$ cat src/rtl/calendar_ctrl.sv
// Purpose : month/day calendar with a three-state edit FSM (RUN, SET_MONTH, SET_DAY).
// Latency : one CLK edge from a sampled pulse to its effect on any output; all outputs registered.
// Backpr. : none; pulses are consumed on the edge they are sampled. DAY_TICK is dropped while editing.
//
// Ports:
//   CLK       in  1  system clock, rising edge
//   RESETN    in  1  asynchronous active-low reset
//   DAY_TICK  in  1  pulse, advance the date by one day (RUN only)
//   MODE      in  1  pulse, step RUN -> SET_MONTH -> SET_DAY -> RUN
//   UP        in  1  pulse, increment the field being edited
//   LEAP      in  1  level, February has 29 days when high
//   MONTH     out 7  binary month 1..12
//   DAY       out 7  binary day 1..max(MONTH)
//   EDIT_SEL  out 2  00 run, 01 editing month, 10 editing day
//   ROLLOVER  out 1  pulse on the Dec 31 -> Jan 1 wrap
module calendar_ctrl (
   input  logic       CLK,
   input  logic       RESETN,
   input  logic       DAY_TICK,
   input  logic       MODE,
   input  logic       UP,
   input  logic       LEAP,
   output logic [6:0] MONTH,
   output logic [6:0] DAY,
   output logic [1:0] EDIT_SEL,
   output logic       ROLLOVER
);

   // State encoding doubles as the EDIT_SEL output code.
   typedef enum logic [1:0] {
      ST_RUN       = 2'b00,
      ST_SET_MONTH = 2'b01,
      ST_SET_DAY   = 2'b10
   } state_t;

   state_t     r_state;
   logic [6:0] r_month;
   logic [6:0] r_day;
   logic       r_rollover;

   logic [6:0] w_max_day;
   logic       w_clamp;
   logic [6:0] w_month_inc;

   // Length of the currently registered month.
   always_comb begin
      w_max_day = 7'd31;
      case (r_month)
         7'd2:                     w_max_day = 7'd28 + {6'd0, LEAP};
         7'd4, 7'd6, 7'd9, 7'd11:  w_max_day = 7'd30;
         default:                  w_max_day = 7'd31;
      endcase
   end

   // Day is out of range after a month edit or LEAP dropping while on Feb 29.
   assign w_clamp     = (r_day > w_max_day);
   assign w_month_inc = (r_month == 7'd12) ? 7'd1 : r_month + 7'd1;

   always_ff @(posedge CLK or negedge RESETN) begin
      if (!RESETN) begin
         r_state    <= ST_RUN;
         r_month    <= 7'd1;
         r_day      <= 7'd1;
         r_rollover <= 1'b0;
      end else begin
         r_rollover <= 1'b0;

         // MODE is processed independently of the date datapath so that
         // MODE and DAY_TICK in RUN both take effect.
         if (MODE) begin
            case (r_state)
               ST_RUN:       r_state <= ST_SET_MONTH;
               ST_SET_MONTH: r_state <= ST_SET_DAY;
               default:      r_state <= ST_RUN;
            endcase
         end

         if (w_clamp) begin
            // Clamp beats any UP or DAY_TICK sampled in the same cycle.
            r_day <= w_max_day;
         end else begin
            case (r_state)
               ST_RUN: begin
                  if (DAY_TICK) begin
                     if (r_day < w_max_day) begin
                        r_day <= r_day + 7'd1;
                     end else begin
                        r_day      <= 7'd1;
                        r_month    <= w_month_inc;
                        r_rollover <= (r_month == 7'd12);
                     end
                  end
               end
               ST_SET_MONTH: begin
                  // MODE wins over a simultaneous UP.
                  if (UP && !MODE) begin
                     r_month <= w_month_inc;
                  end
               end
               default: begin
                  if (UP && !MODE) begin
                     r_day <= (r_day >= w_max_day) ? 7'd1 : r_day + 7'd1;
                  end
               end
            endcase
         end
      end
   end

   assign MONTH    = r_month;
   assign DAY      = r_day;
   assign EDIT_SEL = r_state;
   assign ROLLOVER = r_rollover;

endmodule

$ cat config.mk
export PLATFORM = sky130hd
export DESIGN_NAME = calendar_ctrl
export DESIGN_NICKNAME = d
export VERILOG_FILES = /design/src/rtl/calendar_ctrl.sv
export SDC_FILE = /design/constraint.sdc
export NUM_CORES = 1
export LEC_CHECK = 0
export CORE_ASPECT_RATIO = 0.8
export CORE_UTILIZATION = 40
export CTS_CLUSTER_DIAMETER = 50
export DETAILED_ROUTE_END_ITERATION = 10
export PLACE_DENSITY = 0.63
export SLEW_MARGIN = 20
export SYNTH_ARGS = -nofsm -noshare
export SYNTH_HDL_FRONTEND = slang
export SYNTH_SLANG_ARGS = --single-unit
$ cat constraint.sdc
create_clock -name CLK -period 4.6 [get_ports CLK]
set_input_delay 0.69 -clock CLK [delete_from_list [all_inputs] [get_ports CLK]]
set_output_delay 0.69 -clock CLK [all_outputs]
set_load 0.01 [all_outputs]
After elaboration in Yosys (flattened, before gate mapping)
Index checks and enable logic that the tools add are counted.

word-level totals
  flip-flop bits (word level) = 17
  logic and storage cells = 48

operators by class
  $add $sub $neg = 3
  order comparisons = 3
  equal/unequal tests = 12
  mux-type cells = 17
  bitwise operators = 1
  reductions and logical operators = 8

operators with widths
  operator                                                         count
  7-bit two-way mux                                                9
  7-bit case mux with 2 select lines                               2
  7-bit by 4-bit == test with 1-bit output, second input constant  3
  7-bit by 1-bit adder with 7-bit output, second input constant    2
  7-bit by 3-bit == test with 1-bit output, second input constant  2
  6-bit case mux with 2 select lines                               1
  2-bit inequality test, second input constant                     4
  7-bit by 2-bit == test with 1-bit output, second input constant  1
  7-bit greater-or-equal comparator                                1
  7-bit > comparator                                               1
  7-bit < comparator                                               1
  5-bit by 1-bit adder with 6-bit output, first input constant     1
  5-bit AND reduction                                              1
  1-bit two-way mux                                                4
  2-bit case mux with 2 select lines                               1
  4-bit OR reduction                                               1
  3-bit inequality test, second input constant                     1
  3-bit AND reduction                                              1
  3-bit nonzero test                                               1
  2-bit by 1-bit == test with 1-bit output, second input constant  1
  2-bit zero test                                                  1
  2-bit nonzero test                                               1
  1-bit logical AND                                                1
  1-bit zero test                                                  1
  1-bit inverter                                                   1

Depth between registers and ports, before layout
  word-level depth = 8
  depth in mapped cells = 11
  gate-level depth less buffers = 11

Least setup slack after synthesis
Ideal clock, no wire load.

  kind = register -> register
  start point = register r_month[0] (netlist: MONTH[0])
  end point = register r_month[4] (netlist: MONTH[4])
  setup time = 125 ps
  arrival time = 2475 ps
  slack = 2000 ps
  stages on the path, launching flop included = 11
  clock period less this slack = 2600 ps
  path through = dfstp_2 inv_1 ha_1 nor2_1 nor3b_1 o31ai_1 ha_1 and2_1 mux2_4 nand3_1 mux2_2

between the ends
  longest elaborated chain between the ends = 6
  elaborated cells between the ends (all ways) = 19
  classes of those cells = add/sub: 1; order compare: 2; eq/ne: 7; mux: 6; bitwise: 1; reduce/logical: 2

RTL lines
  what                                                                                                         RTL line  source
  from (decl)                                                                                                  37        logic [6:0] r_month;
  from (signal assigned)                                                                                       89        r_month <= w_month_inc;
  from (signal assigned)                                                                                       97        r_month <= w_month_inc;
  7-bit by 3-bit == test with 1-bit output / 7-bit by 4-bit == test with 1-bit output (equally long branches)  48        case (r_month)
  4-bit OR reduction                                                                                           48
  6-bit case mux with 2 select lines                                                                           48
  7-bit < comparator / 7-bit > comparator (equally long branches)                                              85, 56
  2-bit inequality test (no source line) / 1-bit inverter (equally long branches)                              --
  5-bit AND reduction (no source line)                                                                         --

Several ways; a longest one is shown, not always the timed one. The select of a mux whose other input is x is not followed.
A chain may end at the register's enable or synchronous reset.

Worst setup path after layout
Same ends and word-level chain as after synthesis.

==> results.py <==
metrics = {
    "worst_hold_path": {
        "hold_class": "reg -> reg",
    },
    "layout": {
        "n_fill_cell": 245,
        "fin_cells": 174,
        "postLayoutCoreUtil_pct": 54.9,
        "area_growth_pct": 25.8,
        "drive_gt1_share_pct": 12.3,
        "layout.nets": 152,
        "insertedDiodeCount": 0,
    },
    "sta": {
        "final_hold_viol_count": 0,
        "worst_pin_slew_ps": 771,
        "slew_headroom_pct": 48.4,
        "rsz0062_at_grt": "false",
        "fmax_ghz": 0.361,
        "final_max_slew_viol_count": 0,
        "tns_ps": 0,
        "fin_crit_sh_pct": 60.3,
        "clock-skew-final_ps": 2.51,
        "min_period_ps": 2770,
        "setup_viol": 0,
    },
    "synth": {
        "synthArstFlopShare_pct": 100,
        "synthesis.area_mm2": 0.00110,
        "synth_area_leader_cell": "dfrtp_1",
        "synthDistinctLibCells": 38,
        "yosysSeqAreaShare_pct": 38.9,
        "synth_top_area_share_pct": 34.1,
        "ys.flop_type": "dfrtp_1",
        "synth_enable_flop_cells": 0,
        "yosysWarnings": 0,
        "syn_inst": 114,
        "syn_nets": 127,
        "ys_seq_elements": 17,
        "syn_area_per_cell_um2": 9.65,
        "netlist_top_cells_area": "dfrtp_1, ha_1, nand3_1, dfstp_2, nor2_1",
    },
    "power_and_ir_drop": {
        "p_per_area_mw_per_mm2": 683,
        "p_leak_nw": 0.585,
        "vdd_drop_max_mv": 0.286,
    },
    "clock_network": {
        "clock_latency_ps": 290,
        "clockRootBuffer": "clkbuf_4",
        "cts_max_level": 1,
        "cts_num_sinks": 17,
        "clockBufferDepth": 2,
        "numCtsBuffers": 3,
        "cts_tree": "done",
        "ctsResizeCount": 0,
        "cts.hold.buffers_added": 0,
        "cts_setup_buffers": 0,
        "clk_pin_slew_ps": 100,
    },
    "die": {
        "dieHeight_um": 48.9,
        "start_util_pct": 43.6,
        "ios": 23,
        "coreArea_mm2": 0.00252,
        "die_w_um": 60.6,
        "num_rows": 16,
        "die_area_mm2": 0.00296,
    },
    "critical_path": {
        "crit_buf_inv": 1,
        "critPathMaxFanout": 8,
        "crit_chain": "inv_1 > ha_1 > nor2_1 > nor3b_1 > o31ai_1 > ha_1 > nor2b_1 > o21bai_4 > mux2_4 > nand3_1 > mux2_2",
        "end_kind": "flop",
        "critPathTopFamily": "multiplexers",
        "startpoint_type": "flop",
        "critPathKind": "reg -> reg",
        "worstPathArrival_ps": 2960,
        "required_ps": 4790,
        "cp_common_cell": "ha_1",
        "slowest_stage": "dfstp_2",
        "cpPeakStageDelay_ps": 610,
    },
    "drt": {
        "wirelength_mm": 2.36,
        "drt_iter0_markers": 24,
        "viasPerCell": 5.16,
        "drc_errors": 0,
        "met1_length_mm": 1.25,
        "top_layer_used": "met3",
        "dr_total_vias": 898,
        "wl_met3_um": 113,
        "ant_nets": 0,
        "met2_wirelength_um": 992,
        "wl_per_cell_um": 13.6,
        "drt_pass1_iterations": 4,
    },
    "flow_run": {
        "drv_cap": 0,
    },
    "run_status": {
        "status": "completed",
    },
    "placement": {
        "dp_cells": 170,
        "io_buffers": 22,
        "gp_congestion": 0.808,
        "dp_hpwl_mm": 1.72,
    },
    "grt": {
        "grt_pass1_vias": 789,
        "grt_pass1_wl_mm": 3.95,
        "antenna_found_initial": 0,
        "track_usage_pct": 17.6,
        "grt_max_degree": 18,
        "grt-ovfl-total": 0,
    },
}
[synth_stat cells (all sizes together) (4+ instances only)]
master	count
a21oi	4
nor3	4
dfrtp	15
nor2	10
o21ai	4
ha	7
nand3	13
nand4	4
mux2	4
nand2	8
inv	5
[report_power, final]
part | internal [mW] | switching (mW) | leakage [nW]
clock network | 0.0337 | 0.0494 | 0.0150
registers | 0.203 | 0.0879 | 0.204
logic | 0.289 | 0.282 | 0.366
[routing by layer]
metal / global-route usage [%] / up-vias
li1: - / 460
met4: 1.14 / 0
met1: 29.0 / 421
met5: 0 / -
met2: 23.1 / 17
met3: 5.57 / 0
[sequential cells by signal, indices dropped and copies added (netlist names)]
name      flops
EDIT_SEL      2
ROLLOVER      1
DAY           7
MONTH         7
[final cells by class]
| cell class | count | area, um^2 | area share [%] |
|---|---|---|---|
| Inverter | 5 | 18.8 | 1.36 |
| Tap cell | 36 | 45.0 | 3.25 |
| Timing Repair Buffer | 22 | 220 | 15.9 |
| Clock buffer | 4 | 26.3 | 1.90 |
| Multi-Input combinational cell | 90 | 646 | 46.7 |
| Sequential cell | 17 | 428 | 30.9 |
[layout by cell type (no fill, tap or decap), types with 3 or more instances in the layout]
master / netlist / layout
nand4_1: 4 / 4
mux2_2: 3 / 3
a21oi_1: 4 / 4
o21ai_0: 3 / 3
clkbuf_4: 0 / 3
nor3_1: 4 / 4
nand2_1: 8 / 8
a22o_1: 3 / 3
nand3_1: 12 / 12
clkdlybuf4s50_1: 0 / 22
inv_1: 5 / 5
nor2b_1: 3 / 3
nor2_1: 9 / 9
ha_1: 7 / 7
nor3b_1: 3 / 3
dfrtp_1: 15 / 15
[worst reg2reg max path, stage by stage (launching register included)]
cell	delay [ps]
dfstp_2	610
inv_1	80
ha_1	240
nor2_1	120
nor3b_1	50
o31ai_1	340
ha_1	210
nor2b_1	70
o21bai_4	180
mux2_4	360
nand3_1	90
mux2_2	330
[stage by stage]
| stage | setup slack, ps | instance area, um^2 | hold WS [ps] | power, mW |
|---|---|---|---|---|
| final | 1830 | 1380 | 541 | 0.945 |
| after global routing | 1600 | 1380 | 575 | 1.03 |
| after CTS | 1810 | 1380 | 539 | 0.948 |
| after detailed placement | 1730 | 1360 | 522 | 0.860 |
| after global placement | 1750 | 1360 | 509 | 0.852 |
| after floorplan | 2000 | 1100 | 394 | 0.680 |
[logic make-up (layout without fill, tap and decap cells)]
family	after synthesis	in the layout	synth area share, %
AO/OA/AOI/OAI	20	20	14.8
XOR/XNOR	2	2	1.59
adder cells (fa/ha/maj)	7	7	7.96
buffers and inverters	7	31	2.39
flip-flops	17	17	38.9
multiplexers	6	6	6.26
other	1	1	0.341
AND/OR/NAND/NOR	54	54	27.8
[path summary, 6_finish.rpt]
check	slack, ps	depth (start not counted)	from	endpoint
worst max register to register	1830	11	MONTH[0]	MONTH[4]
worst min register to register	540	2	DAY[0]	DAY[0]
worst max-delay path	1830	11	MONTH[0]	MONTH[4]
worst min-delay path	540	2	DAY[0]	DAY[0]
min in group asynchronous	830	1	RESETN	DAY[2]
max in group asynchronous	3280	1	RESETN	DAY[3]
No activity file was read; power rests on OpenSTA's default activity.
